`src/rtl/addsub_pkg.sv`:
```
// Shared definitions for the chunked pipelined adder/subtractor.
package addsub_pkg;

  localparam logic ADD = 1'b0;
  localparam logic SUB = 1'b1;

  typedef struct packed {
    logic valid;
    logic carry;
  } stage_ctl_t;

endpackage

```
`src/rtl/addsub_stage.sv`:
```
// One chunk of the carry pipeline: CHUNK-bit add of two operand slices plus
// the incoming carry, registered together with the beat's valid bit.
module addsub_stage
  import addsub_pkg::*;
#(
  parameter int CHUNK = 8
) (
  input  logic             clk_i,
  input  logic             rst_ni,
  input  logic             en_i,
  input  logic [CHUNK-1:0] a_i,
  input  logic [CHUNK-1:0] b_i,
  input  stage_ctl_t       ctl_i,
  output logic [CHUNK-1:0] sum_o,
  output stage_ctl_t       ctl_o
);

  logic [CHUNK:0]   total_d;
  logic [CHUNK-1:0] sum_q;
  stage_ctl_t       ctl_q;

  // Chunk sum with carry-out in the top bit
  always_comb begin
    total_d = {1'b0, a_i} + {1'b0, b_i} + {{CHUNK{1'b0}}, ctl_i.carry};
  end

  // Stage registers advance only with the global pipeline enable
  always_ff @(posedge clk_i or negedge rst_ni) begin
    if (!rst_ni) begin
      sum_q <= '0;
      ctl_q <= '0;
    end else if (en_i) begin
      sum_q       <= total_d[CHUNK-1:0];
      ctl_q.carry <= total_d[CHUNK];
      ctl_q.valid <= ctl_i.valid;
    end
  end

  assign sum_o = sum_q;
  assign ctl_o = ctl_q;

endmodule

```
`src/rtl/pipelined_addsub.sv`:
```
// Pipelined WIDTH-bit adder/subtractor: the carry ripples one CHUNK per stage,
// operands are skewed in and completed result chunks deskewed out.
module pipelined_addsub
  import addsub_pkg::*;
#(
  parameter int WIDTH  = 32,
  parameter int STAGES = 4
) (
  input  logic             clk,
  input  logic             rst,
  input  logic             in_valid,
  output logic             in_ready,
  input  logic [WIDTH-1:0] a,
  input  logic [WIDTH-1:0] b,
  input  logic             cin,
  input  logic             sub,
  output logic             out_valid,
  input  logic             out_ready,
  output logic [WIDTH-1:0] sum,
  output logic             cout,
  output logic             ovf
);

  localparam int CHUNK = WIDTH / STAGES;

  logic             adv_s;
  logic [WIDTH-1:0] b_eff_s;
  stage_ctl_t       ctl0_s;
  stage_ctl_t       ctl_s     [STAGES];
  logic [CHUNK-1:0] a_sk_s    [STAGES];
  logic [CHUNK-1:0] b_sk_s    [STAGES];
  logic [CHUNK-1:0] stg_sum_s [STAGES];
  logic [CHUNK-1:0] res_s     [STAGES];
  logic             ab_msb_q;

  assign adv_s    = out_ready | ~out_valid;
  assign in_ready = adv_s;

  // Subtraction is a + ~b + ~cin, so the mode is folded in before skewing
  assign b_eff_s      = (sub == SUB) ? ~b : b;
  assign ctl0_s.valid = in_valid;
  assign ctl0_s.carry = (sub == SUB) ? ~cin : cin;

  for (genvar k = 0; k < STAGES; k++) begin : g_stage
    stage_ctl_t ctl_in_s;

    if (k == 0) begin : g_first
      assign a_sk_s[k] = a[CHUNK-1:0];
      assign b_sk_s[k] = b_eff_s[CHUNK-1:0];
      assign ctl_in_s  = ctl0_s;
    end else begin : g_skew
      logic [CHUNK-1:0] a_dl_q [k];
      logic [CHUNK-1:0] b_dl_q [k];

      // Operand chunk k waits k cycles to meet its carry
      always_ff @(posedge clk) begin
        if (adv_s) begin
          a_dl_q[0] <= a[k*CHUNK +: CHUNK];
          b_dl_q[0] <= b_eff_s[k*CHUNK +: CHUNK];
          for (int j = 1; j < k; j++) begin
            a_dl_q[j] <= a_dl_q[j-1];
            b_dl_q[j] <= b_dl_q[j-1];
          end
        end
      end

      assign a_sk_s[k] = a_dl_q[k-1];
      assign b_sk_s[k] = b_dl_q[k-1];
      assign ctl_in_s  = ctl_s[k-1];
    end

    addsub_stage #(
      .CHUNK(CHUNK)
    ) u_stage (
      .clk_i (clk),
      .rst_ni(rst),
      .en_i  (adv_s),
      .a_i   (a_sk_s[k]),
      .b_i   (b_sk_s[k]),
      .ctl_i (ctl_in_s),
      .sum_o (stg_sum_s[k]),
      .ctl_o (ctl_s[k])
    );

    if (k < STAGES - 1) begin : g_deskew
      localparam int DEPTH = STAGES - 1 - k;
      logic [CHUNK-1:0] dsk_q [DEPTH];

      // Finished low chunk rides along until the top chunk completes
      always_ff @(posedge clk or negedge rst) begin
        if (!rst) begin
          for (int j = 0; j < DEPTH; j++) begin
            dsk_q[j] <= '0;
          end
        end else if (adv_s) begin
          dsk_q[0] <= stg_sum_s[k];
          for (int j = 1; j < DEPTH; j++) begin
            dsk_q[j] <= dsk_q[j-1];
          end
        end
      end

      assign res_s[k] = dsk_q[DEPTH-1];
    end else begin : g_last
      assign res_s[k] = stg_sum_s[k];
    end
  end

  // Sign bits entering the last stage, kept to recover the carry into the MSB
  always_ff @(posedge clk or negedge rst) begin
    if (!rst) begin
      ab_msb_q <= 1'b0;
    end else if (adv_s) begin
      ab_msb_q <= a_sk_s[STAGES-1][CHUNK-1] ^ b_sk_s[STAGES-1][CHUNK-1];
    end
  end

  // Reassemble the result from the aligned chunks
  always_comb begin
    sum = '0;
    for (int k = 0; k < STAGES; k++) begin
      sum[k*CHUNK +: CHUNK] = res_s[k];
    end
  end

  assign out_valid = ctl_s[STAGES-1].valid;
  assign cout      = ctl_s[STAGES-1].carry;
  // carry into MSB = a^b^sum at the MSB; overflow when it differs from carry out
  assign ovf       = ab_msb_q ^ sum[WIDTH-1] ^ cout;

endmodule
```
`config.mk`:
```
export PLATFORM = sky130hd
export DESIGN_NAME = pipelined_addsub
export DESIGN_NICKNAME = d
export VERILOG_FILES = /design/src/rtl/addsub_pkg.sv /design/src/rtl/addsub_stage.sv /design/src/rtl/pipelined_addsub.sv
export SDC_FILE = /design/constraint.sdc
export NUM_CORES = 1
export LEC_CHECK = 0
export BUFFER_PORTS_ARGS = -buffer_cell sky130_fd_sc_hd__buf_4
export CORE_MARGIN = 4
export CORE_UTILIZATION = 55
export CTS_CLUSTER_SIZE = 24
export DETAILED_ROUTE_END_ITERATION = 12
export PLACE_DENSITY = 0.76
export SYNTH_ARGS = -nofsm -noshare
export SYNTH_HDL_FRONTEND = slang
export SYNTH_SLANG_ARGS = --single-unit
```
`constraint.sdc`:
```
create_clock -name clk -period 3.3 [get_ports clk]
set_input_delay 0.33 -clock clk [delete_from_list [all_inputs] [get_ports clk]]
set_output_delay 0.33 -clock clk [all_outputs]
set_load 0.02 [all_outputs]
```
==> out/qor.txt, run 1 <==
PwrDens -> 926.8 nW/µm²
Synthesized flop and latch total -> 185
Worst IR Drop VDD -> 0.5779 mV
Layout cells sized above 1 -> 19.53%
Hold Crit Start -> a[20]
Routed WL -> 13,810 µm
Die Span X -> 129.5 µm
Syn_nets -> 771
Core Area -> 14,480 µm²
CP max FO -> 3
Clk_skew -> 0.006971 ns
Unrepaired setup endpoints after global routing -> no
Wire per inst -> 14.51 µm
Routability cong. -> 0.8541
DR vias/cell -> 5.326
RR Startpoint -> g_stage[3].g_skew.a_dl_q[0][16]$_DFFE_PP_
Area grow syn2layout -> 17.59%
Data required, critical path -> 3.61 ns
Setup TNS Final -> 0 ns
Crit path arrival time -> 2.70 ns
Port bufs -> 105
Largest stage delay, worst path -> 0.49 ns
CP Launch Type -> register
Dpl hpwl -> 9417 µm
Sequential area share after synthesis -> 62.90%
Hold Vio Cnt, Final -> 0
Initial antenna violation count -> 0
LEAKAGE -> 4.240 nW
Crit end category -> register
H-tree depth -> 4
Post-Syn Area -> 8124 µm²
Initial Util -> 56.11%
CP cell instances -> fa_1 > fa_1 > a211oi_2 > nor2_1 > o31a_1 > o31a_1
DRC Markers -> 0
Die area -> 16,780 µm²
Reg2Reg Depth -> 6
Largest net degree at the start of global routing -> 123
Fin area -> 9553 µm²
Post-DP Area -> 8956 µm²
Fin. max-slew vios -> 0
Clk root buf -> clkbuf_16
All-layer global routing usage -> 17.34%
1st-iter DRT viols -> 311
Setup violators final -> 0
I/O pin total -> 106
Hold EP -> g_stage[2].g_skew.a_dl_q[0][4]$_DFFE_PP_
Reg-to-reg setup timing slack -> 0.92 ns
Ys async rst share -> 48.11%
Vias post-DR -> 5,070
Number of enable flip-flop cells after synthesis -> 96
First-pass GRT wire length -> 22,890 µm
Status -> completed
Period minus WS final -> 2.384 ns
Post-synth cell types -> 41
CTS Sinks -> 185
Hold depth -> 1
Antenna viol nets, final -> 0
Global-route congestion overflow total -> 0
Measured slew at the worst slew-check pin -> 0.7536 ns
Worst skew pair latency -> 0.42 ns
# fillers -> 1,047
FMAX -> 0.4194 GHz
Max-Cap Viols -> 0
Clk buf depth -> 2
HP Class -> in2reg
Max_slew headroom -> 49.76%
Final period util -> 72.25%
Clock transition at path regs -> 0.07 ns
R2r endpoint -> g_stage[3].u_stage.ctl_o[0]$_DFFE_PN0P_
CP max-delay cell -> fa_1
Ys Warns -> 0
Vias in the first global route -> 5,069
Setup Buffers After CTS -> 0
Synth Area per Inst -> 12.22 µm²
N_diodes -> 0
Mapped Cells -> 665
Top FF cell, synth -> edfxtp_1
Drt first pass iters -> 4
Final nets -> 861
CTS tree -> built
Total CTS buffers -> 17
Die Ht -> 129.5 µm
Critical path class -> reg2reg
Std cell rows -> 44
-- Yosys cell counts, types with 8 or more instances --
cell type / instances / area share, %
xor2_1: 34 / 3.7
dfrtp_1: 89 / 27
nor2_1: 10 / 0.46
nor3b_1: 17 / 1.6
buf_2: 16 / 0.99
nand2_1: 193 / 8.9
a211oi_1: 19 / 1.8
buf_4: 18 / 1.7
o31ai_1: 9 / 0.83
a21o_1: 8 / 0.74
nor3_1: 9 / 0.55
ha_1: 28 / 4.3
fa_1: 8 / 2.0
edfxtp_1: 96 / 35
o21ai_0: 26 / 1.6
-- routing by layer --
layer  vias to the layer above  routed length (µm)  global-route usage (%)
met5                         -                   0                       0
met2                       126                6939                   28.90
met3                        39                 694                   4.493
met1                      2401                5742                   20.97
li1                       2504                   -                       -
met4                         0                 437                   8.802
-- where the power goes --
part,switching (mW),internal (mW)
Sequential,0.413,3.42
Combinational,1.73,1.28
Clock,0.878,1.13
Total,3.02,5.83
-- worst max-delay path, delay by kind of cell (launching register included) --
family	cells	cell delay, ns
adder cells (fa/ha/maj)	2	0.95
AO/OA/AOI/OAI	3	0.81
flip-flops	1	0.41
AND/OR/NAND/NOR	1	0.09
-- cell families (layout without fill, tap and decap cells) --
logic type	after synthesis	count (layout)	synth area share [%]
compound gates	93	93	8.240
xor+xnor	39	39	4.205
fa+ha+maj	36	36	6.284
buf+inv	46	149	3.496
flops	185	185	62.90
mux	3	3	0.3696
simple gates	263	263	14.51
-- area by class of cell --
type,instances,area (µm²),share of cell area [%]
Sequential cell,185,5110,53.49
Multi-Input combinational cell,434,2730,28.58
Timing Repair Buffer,113,875.8,9.168
Clock buffer,17,425.4,4.453
Tap cell,184,230.2,2.410
Clock inverter,15,161.4,1.690
Inverter,4,20.02,0.2096
-- what timing repair did --
item | in CTS | in global routing
gates resized for setup | 0 | 0
hold buffers | 1 | 0
hold endpoints to repair | 34 | 0
-- layout by cell type (no fill, tap or decap), types with 8 or more instances in the layout --
| master | Yosys | layout |
|---|---|---|
| nand2_1 | 193 | 193 |
| buf_4 | 18 | 110 |
| edfxtp_1 | 96 | 96 |
| dfrtp_1 | 89 | 89 |
| xor2_1 | 34 | 34 |
| ha_1 | 28 | 28 |
| o21ai_0 | 26 | 26 |
| a211oi_1 | 19 | 19 |
| nor3b_1 | 17 | 17 |
| clkbuf_16 | 0 | 17 |
| nor2_1 | 10 | 10 |
| o31ai_1 | 9 | 9 |
| nor3_1 | 9 | 9 |
| a21o_1 | 8 | 8 |
| fa_1 | 8 | 8 |
-- flip-flops by register name, indices dropped and copies added, names as in the netlist --
name                    cells
sum                        16
ab_msb_q                    1
g_stage.u_stage.ctl_o       8
g_stage.g_deskew.dsk_q     32
g_stage.g_skew.b_dl_q      48
g_stage.g_skew.a_dl_q      48
g_stage.u_stage.sum_o      32
-- how the worst max path moves through the flow --
stage                                                          end  depth (start not counted)  slack [ns]                                      start
after floorplan           g_stage[1].g_skew.a_dl_q[0][0]$_DFFE_PP_                          5        0.68    g_stage[3].u_stage.ctl_o[1]$_DFFE_PN0P_
after global placement     g_stage[3].u_stage.ctl_o[0]$_DFFE_PN0P_                          6        0.98  g_stage[3].g_skew.a_dl_q[0][16]$_DFFE_PP_
after detailed placement   g_stage[3].u_stage.ctl_o[0]$_DFFE_PN0P_                          6        0.92  g_stage[3].g_skew.a_dl_q[0][16]$_DFFE_PP_
after CTS                  g_stage[2].u_stage.ctl_o[0]$_DFFE_PN0P_                          6        0.91   g_stage[2].g_skew.a_dl_q[0][8]$_DFFE_PP_
after global routing       g_stage[1].u_stage.sum_o[6]$_DFFE_PN0P_                          6        0.78   g_stage[1].g_skew.a_dl_q[0][0]$_DFFE_PP_
final                      g_stage[3].u_stage.ctl_o[0]$_DFFE_PN0P_                          6        0.92  g_stage[3].g_skew.a_dl_q[0][16]$_DFFE_PP_
-- metrics by stage --
step	hold WS, ns	worst slack, ns	power, mW	util, %	std cells
floorplan	0.03441	0.6758	6.078	-	665
global placement	0.3133	0.9827	6.751	61.86	919
detailed placement	0.3205	0.9211	6.909	61.86	919
CTS	0.06127	0.9083	8.940	65.98	952
global route	0.05517	0.7801	9.474	65.98	952
finish	0.07970	0.9156	8.854	65.98	952
(Power assumes the default switching activity.)
==> run 2, diff against run 1 <==
Clock period 3.3 ns to 2.5 ns, I/O delays scaled along.
==> run 2 against run 1 <==
Against the previous run: clock-buffer cell count is the same; sequential share of layout area is 1.5 points lower; sequential power grew 32%; design area is 2.9% higher; non-clock buffer count increased by 31; total power rose by 33%; via count is 3.2% higher; highest routed layer unchanged.
==> out/qor.txt, run 2 (synthesized netlist as in run 1, its figures left out) <==
Port bufs -> 105 (unchanged)
Final period util -> 95.72% (+23 points)
Critical path class -> reg2reg
# fillers -> 1,017 (-2.9%)
All-layer global routing usage -> 18.70% (+1.4 points)
Crit path arrival time -> 2.70 ns (about the same)
Hold Vio Cnt, Final -> 0 (unchanged)
Max-Cap Viols -> 0 (unchanged)
Cts repair resizes -> 0 (unchanged)
Area grow syn2layout -> 21.04%
DRC Markers -> 0 (unchanged)
Inst Count DP -> 926 (+0.76%)
Hold depth -> 3 (+2)
CP max FO -> 3 (unchanged)
Setup TNS Final -> 0 ns (unchanged)
Combinational share of power -> 34.7% (+0.7 points)
Initial antenna violation count -> 0 (unchanged)
Commonest non-fill, non-tap cells in the layout -> nand2_1, buf_4, edfxtp_1
Reg-to-reg setup timing slack -> 0.11 ns (-0.81 ns)
RR Startpoint -> g_stage[3].g_skew.a_dl_q[0][16]$_DFFE_PP_
Antenna viol nets, final -> 0 (unchanged)
1st-iter DRT viols -> 345 (+11%)
Die Span X -> 129.5 µm (unchanged)
HP Class -> in2reg
Period minus WS final -> 2.393 ns (+0.008539 ns)
CTS Sinks -> 185 (unchanged)
Dpl hpwl -> 9803 µm (+4.1%)
Crit end category -> register
Routability cong. -> 0.8478 (-0.74%)
Pint -> 7.738 mW (+33%)
Fin. max-slew vios -> 0 (unchanged)
FF+latch area -> 5110 µm² (unchanged)
Switching power -> 4.015 mW (+33%)
Switch share -> 34.16% (+0.056 points)
Data required, critical path -> 2.81 ns (-0.80 ns)
Top Registers -> g_stage.g_skew.a_dl_q x48, g_stage.g_skew.b_dl_q x48
Reg power frac -> 43.2% (about the same)
Setup violators final -> 0 (unchanged)
R2r endpoint -> g_stage[3].u_stage.ctl_o[0]$_DFFE_PN0P_
Multi-input gate area -> 2730 µm² (unchanged)
Wire per inst -> 15.02 µm (+3.5%)
H-tree depth -> 4 (unchanged)
FMAX -> 0.4179 GHz (-0.36%)
Clock transition at path regs -> 0.07 ns (about the same)
Die Ht -> 129.5 µm (unchanged)
DR vias/cell -> 5.330 (about the same)
Final nets -> 892 (+3.6%)
Status -> completed
Core Area -> 14,480 µm² (unchanged)
I/O pin total -> 106 (unchanged)
Unrepaired setup endpoints after global routing -> no
Clk buf depth -> 2 (unchanged)
Std cell rows -> 44 (unchanged)
Clk root buf -> clkbuf_16
CTS tree -> built
Worst skew pair latency -> 0.43 ns (about the same)
Largest net degree at the start of global routing -> 65 (-47%)
Final instance count without filler cells -> 982 (+3.2%)
First-pass GRT wire length -> 24,500 µm (+7.0%)
N_diodes -> 0 (unchanged)
Hold EP -> g_stage[0].u_stage.ctl_o[1]$_DFFE_PN0P_
Drt first pass iters -> 4 (unchanged)
CP Launch Type -> register
LEAKAGE -> 4.363 nW (+2.9%)
Vias in the first global route -> 5,216 (+2.9%)
Die area -> 16,780 µm² (unchanged)
Clock power frac -> 22.2% (-0.5 points)
Hold Crit Start -> in_valid
Vias post-DR -> 5,234 (+3.2%)
Commonest non-fill, non-tap cell in the layout -> nand2_1
Max_slew headroom -> 52.66% (+2.9 points)
Measured slew at the worst slew-check pin -> 0.7101 ns (-0.04351 ns)
Layout cells sized above 1 -> 19.42% (-0.11 points)
Initial Util -> 56.11% (unchanged)
Reg2Reg Depth -> 6 (unchanged)
Global-route congestion overflow total -> 0 (unchanged)
Routed WL -> 14,750 µm (+6.8%)
Util after Layout -> 67.91% (+1.9 points)
Worst IR Drop VDD -> 0.6238 mV (+7.9%)
Clk_skew -> 0.007176 ns (+0.0002057 ns)
PwrDens -> 1195 nW/µm² (+29%)
Total CTS buffers -> 17 (unchanged)
-- run 2: cell count changes in the layout (fill, tap and decap cells not counted) --
cell	before	now
dlygate4sd3_1	1	25
clkinv_2	1	0
inv_8	2	1
inv_6	7	3
buf_4	110	117
clkinv_1	2	3
clkinv_4	1	5
-- run 2: worst max-delay path: stages, from the launching register on --
cell      delay (ns)
edfxtp_1        0.40
fa_1            0.49
fa_1            0.46
a211oi_2        0.28
nor2_1          0.10
o31a_1          0.26
o31a_1          0.28
-- run 2: area by class of cell --
cell class	instances	share of cell area, %
Clock buffer	17	4.326
Clock inverter	14	1.514
Inverter	4	0.2036
Multi-Input combinational cell	434	27.76
Sequential cell	185	51.97
Tap cell	184	2.341
Timing Repair Buffer	144	11.88
-- run 2: repair_timing --
action,CTS,global route
setup buffers,0,0
hold buffers,24,1
endpoints found under the setup margin,0,0
endpoints found under the hold margin,78,1
-- run 2: worst max path at each step --
stage	startpoint	end	slack [ns]	cells past startpoint
6_report	g_stage[3].g_skew.a_dl_q[0][16]$_DFFE_PP_	g_stage[3].u_stage.ctl_o[0]$_DFFE_PN0P_	0.11	6
2_1_floorplan	sub	g_stage[0].u_stage.sum_o[6]$_DFFE_PN0P_	0.15	10
3_3_place_gp	g_stage[2].g_skew.a_dl_q[0][8]$_DFFE_PP_	g_stage[2].u_stage.ctl_o[0]$_DFFE_PN0P_	0.18	6
3_5_place_dp	g_stage[3].g_skew.a_dl_q[0][16]$_DFFE_PP_	g_stage[3].u_stage.ctl_o[0]$_DFFE_PN0P_	0.12	6
4_1_cts	g_stage[3].g_skew.a_dl_q[0][16]$_DFFE_PP_	g_stage[3].u_stage.ctl_o[0]$_DFFE_PN0P_	0.10	6
5_1_grt	g_stage[3].g_skew.a_dl_q[0][16]$_DFFE_PP_	g_stage[3].u_stage.ctl_o[0]$_DFFE_PN0P_	0.01	6
-- run 2: routing by layer --
layer / global-route usage (%) / vias up / share of wire [%]
met2: 31.59 / 121 / 50
li1: - / 2559 / -
met5: 0 / - / 0
met4: 8.557 / 0 / 3.0
met1: 22.75 / 2517 / 41
met3: 4.740 / 37 / 5.1
-- run 2: power by group through the flow --
stage                     Clock (mW)  Sequential [mW]  Combinational (mW)
after floorplan                    0             5.16                2.86
after global placement             0             5.07                3.88
after detailed placement           0             5.15                4.01
after CTS                       2.65             5.09                4.10
after global routing            2.79             5.21                4.56
final                           2.61             5.07                4.07
-- run 2: per-stage QoR --
stage	hold slack [ns]	total power, mW	setup WS, ns	cell area, µm²
CTS	0.0005708	11.84	0.1025	9823
finish	0.02414	11.75	0.1071	9833
floorplan	-0.04559	8.015	0.1508	8127
global route	0.05685	12.56	0.01131	9833
global placement	0.3441	8.951	0.1818	9009
detailed placement	0.3538	9.157	0.1203	9009
==> run 3, diff against run 2 <==
Settings changed: CELL_PAD_IN_SITES_DETAIL_PLACEMENT from default to 2, CELL_PAD_IN_SITES_GLOBAL_PLACEMENT from default to 2, CORE_UTILIZATION 55 to 39, PLACE_DENSITY 0.76 to default, PLACE_DENSITY_LB_ADDON from default to 0.1.
==> run 3 against run 2 <==
Against the previous run: register-to-register slack about the same; sequential share of layout area shrank 0.50 points; non-clock buffer count decreased by 3; critical path type unchanged; fmax up 0.19%; clock skew increased by 0.0063 ns; first-iteration DRC count shrank 28%; total power increased by 2.8%; highest routed layer unchanged; flip-flop and latch count is the same; cell count rose by 8.7%; die area up 38%; critical endpoint is now g_stage[2].u_stage.ctl_o[0]$_DFFE_PN0P_; design area grew 0.97%; clock-buffer cell count increased by 1.
==> out/qor.txt, run 3 (synthesized netlist as in run 1, its figures left out) <==
Die area -> 23,200 µm² (+38%)
Hold Worst Slack -> 0.03039 ns (+0.006255 ns)
Layout cells sized above 1 -> 19.60% (+0.17 points)
Switching power -> 4.474 mW (+11%)
Hold Vio Cnt, Final -> 0 (unchanged)
CP cell instances -> fa_1 > fa_2 > a211oi_2 > nor2_1 > o31a_1 > o31a_1
CP max FO -> 3 (unchanged)
Worst skew pair latency -> 0.44 ns (about the same)
Max-Cap Viols -> 0 (unchanged)
Worst IR Drop VDD -> 0.5432 mV (-13%)
Critical path class -> reg2reg
Std cell rows -> 52 (+18%)
Routability cong. -> 0.7832 (-7.6%)
Largest stage delay, worst path -> 0.50 ns (about the same)
Final Power -> 12.08 mW (+2.8%)
Vias in the first global route -> 6,268 (+20%)
Setup TNS Final -> 0 ns (unchanged)
Total CTS buffers -> 17 (unchanged)
Initial Util -> 39.89% (-16 points)
Commonest non-fill, non-tap cell in the layout -> nand2_1
Dpl hpwl -> 13,750 µm (+40%)
Period minus WS final -> 2.388 ns (-0.004627 ns)
Final nets -> 889 (-0.34%)
Worst setup margin -> 0.1117 ns (+0.004627 ns)
Port bufs -> 105 (unchanged)
Status -> completed
CTS Sinks -> 185 (unchanged)
Post-DP Area -> 9106 µm² (+1.1%)
Clk root buf -> clkbuf_16
Clock transition at path regs -> 0.07 ns (about the same)
HP Class -> in2reg
Data required, critical path -> 2.82 ns (about the same)
Crit-path most repeated cell -> o31a_1
Final period util -> 95.53% (-0.19 points)
Die Span X -> 152.3 µm (+18%)
Fin area -> 9928 µm² (+0.97%)
Core Area -> 20,360 µm² (+41%)
I/O pin total -> 106 (unchanged)
Crit end category -> register
Fin. max-slew vios -> 0 (unchanged)
Initial antenna violation count -> 1 (+1)
Crit path arrival time -> 2.71 ns (about the same)
Reg2Reg Depth -> 6 (unchanged)
PwrDens -> 1216 nW/µm² (+1.8%)
DRC Markers -> 0 (unchanged)
Global-route congestion overflow total -> 0 (unchanged)
Top Registers -> g_stage.g_skew.a_dl_q x48, g_stage.g_skew.b_dl_q x48
Inst Count DP -> 1,009 (+9.0%)
Vias post-DR -> 5,441 (+4.0%)
DR vias/cell -> 5.099 (-4.3%)
CTS tree -> built
Commonest non-fill, non-tap cells in the layout -> nand2_1, buf_4, edfxtp_1
1st-iter DRT viols -> 250 (-28%)
Wire per inst -> 19.17 µm (+28%)
H-tree depth -> 4 (unchanged)
Clk buf depth -> 2 (unchanged)
Pint -> 7.604 mW (-1.7%)
Die Ht -> 152.3 µm (+18%)
Final instance count without filler cells -> 1,067 (+8.7%)
Unrepaired setup endpoints after global routing -> no
Drt first pass iters -> 4 (unchanged)
Max_slew headroom -> 51.27% (-1.4 points)
Measured slew at the worst slew-check pin -> 0.7310 ns (+0.02089 ns)
Util after Layout -> 48.75% (-19 points)
Clock power frac -> 21.6% (-0.6 points)
Routed WL -> 20,460 µm (+39%)
Largest net degree at the start of global routing -> 89 (+37%)
Switch share -> 37.05% (+2.9 points)
Area grow syn2layout -> 22.21%
Combinational share of power -> 35.8% (+1.1 points)
Reg power frac -> 42.7% (-0.5 points)
Hold depth -> 3 (unchanged)
CP Launch Type -> register
Clk_skew -> 0.01343 ns (+0.006257 ns)
CP max-delay cell -> fa_1
First-pass GRT wire length -> 33,750 µm (+38%)
Setup Slack @ Placement -> 0.08929 ns (-0.03103 ns)
Antenna viol nets, final -> 0 (unchanged)
LEAKAGE -> 4.340 nW (-0.54%)
All-layer global routing usage -> 18.26% (-0.44 points)
# fillers -> 1,995 (+96%)
Setup violators final -> 0 (unchanged)
FMAX -> 0.4187 GHz (+0.19%)
-- run 3: cell count changes in the layout (fill, tap and decap cells not counted), moves of 2 or more --
cell	before	now
clkinv_1	3	0
bufinv_16	2	0
clkinvlp_4	0	4
buf_4	117	113
inv_8	1	5
clkinv_4	5	3
-- run 3: layer usage --
layer / up-vias / routed length (µm) / track usage, %
met5: - / 0 / 0
met4: 0 / 286 / 5.308
met3: 21 / 628 / 3.749
met2: 85 / 11280 / 34.40
met1: 2777 / 8257 / 20.82
li1: 2558 / - / -
-- run 3: final cells by class --
type / instances / area [µm²] / area share (%)
clock inverter: 14 / 137.6 / 1.386
clock buffer: 18 / 429.2 / 4.323
inverter: 4 / 20.02 / 0.2016
antenna: 1 / 2.502 / 0.02520
multi-input combinational: 434 / 2733 / 27.52
tap: 270 / 337.8 / 3.403
timing repair buffer: 141 / 1159 / 11.67
sequential: 185 / 5110 / 51.47
-- run 3: what timing repair did --
action	4_1_cts	5_1_grt
resized for setup	0	1
setup endpoints to repair	0	2
hold buffers	23	2
setup buffers	0	0
hold endpoints to repair	55	2
-- run 3: path summary, 6_finish.rpt --
| check | from | end | slack, ns |
|---|---|---|---|
| min reg2reg | g_stage[2].g_skew.b_dl_q[0][7]$_DFFE_PP_ | g_stage[2].g_skew.b_dl_q[0][15]$_DFFE_PP_ | 0.42 |
| max | g_stage[2].g_skew.a_dl_q[0][8]$_DFFE_PP_ | g_stage[2].u_stage.ctl_o[0]$_DFFE_PN0P_ | 0.11 |
| max in group asynchronous | rst | g_stage[2].g_deskew.dsk_q[7]$_DFFE_PN0P_ | 1.50 |
| max reg2reg | g_stage[2].g_skew.a_dl_q[0][8]$_DFFE_PP_ | g_stage[2].u_stage.ctl_o[0]$_DFFE_PN0P_ | 0.11 |
| min in group asynchronous | rst | sum[3]$_DFFE_PN0P_ | 0.33 |
| min | in_valid | g_stage[0].u_stage.ctl_o[1]$_DFFE_PN0P_ | 0.03 |
-- run 3: power by group through the flow --
stage	clock network [mW]	logic, mW	registers [mW]
final	2.60	4.32	5.15
after CTS	2.69	4.40	5.18
after floorplan	0	2.86	5.16
after global routing	2.84	4.84	5.30
after global placement	0	4.04	5.15
after detailed placement	0	4.29	5.24
-- run 3: worst max-delay path: cells and delay by family (launching register included) --
family | cells | cell delay [ns]
AO/OA/AOI/OAI | 3 | 0.86
AND/OR/NAND/NOR | 1 | 0.11
adder cells (fa/ha/maj) | 2 | 0.90
flip-flops | 1 | 0.40
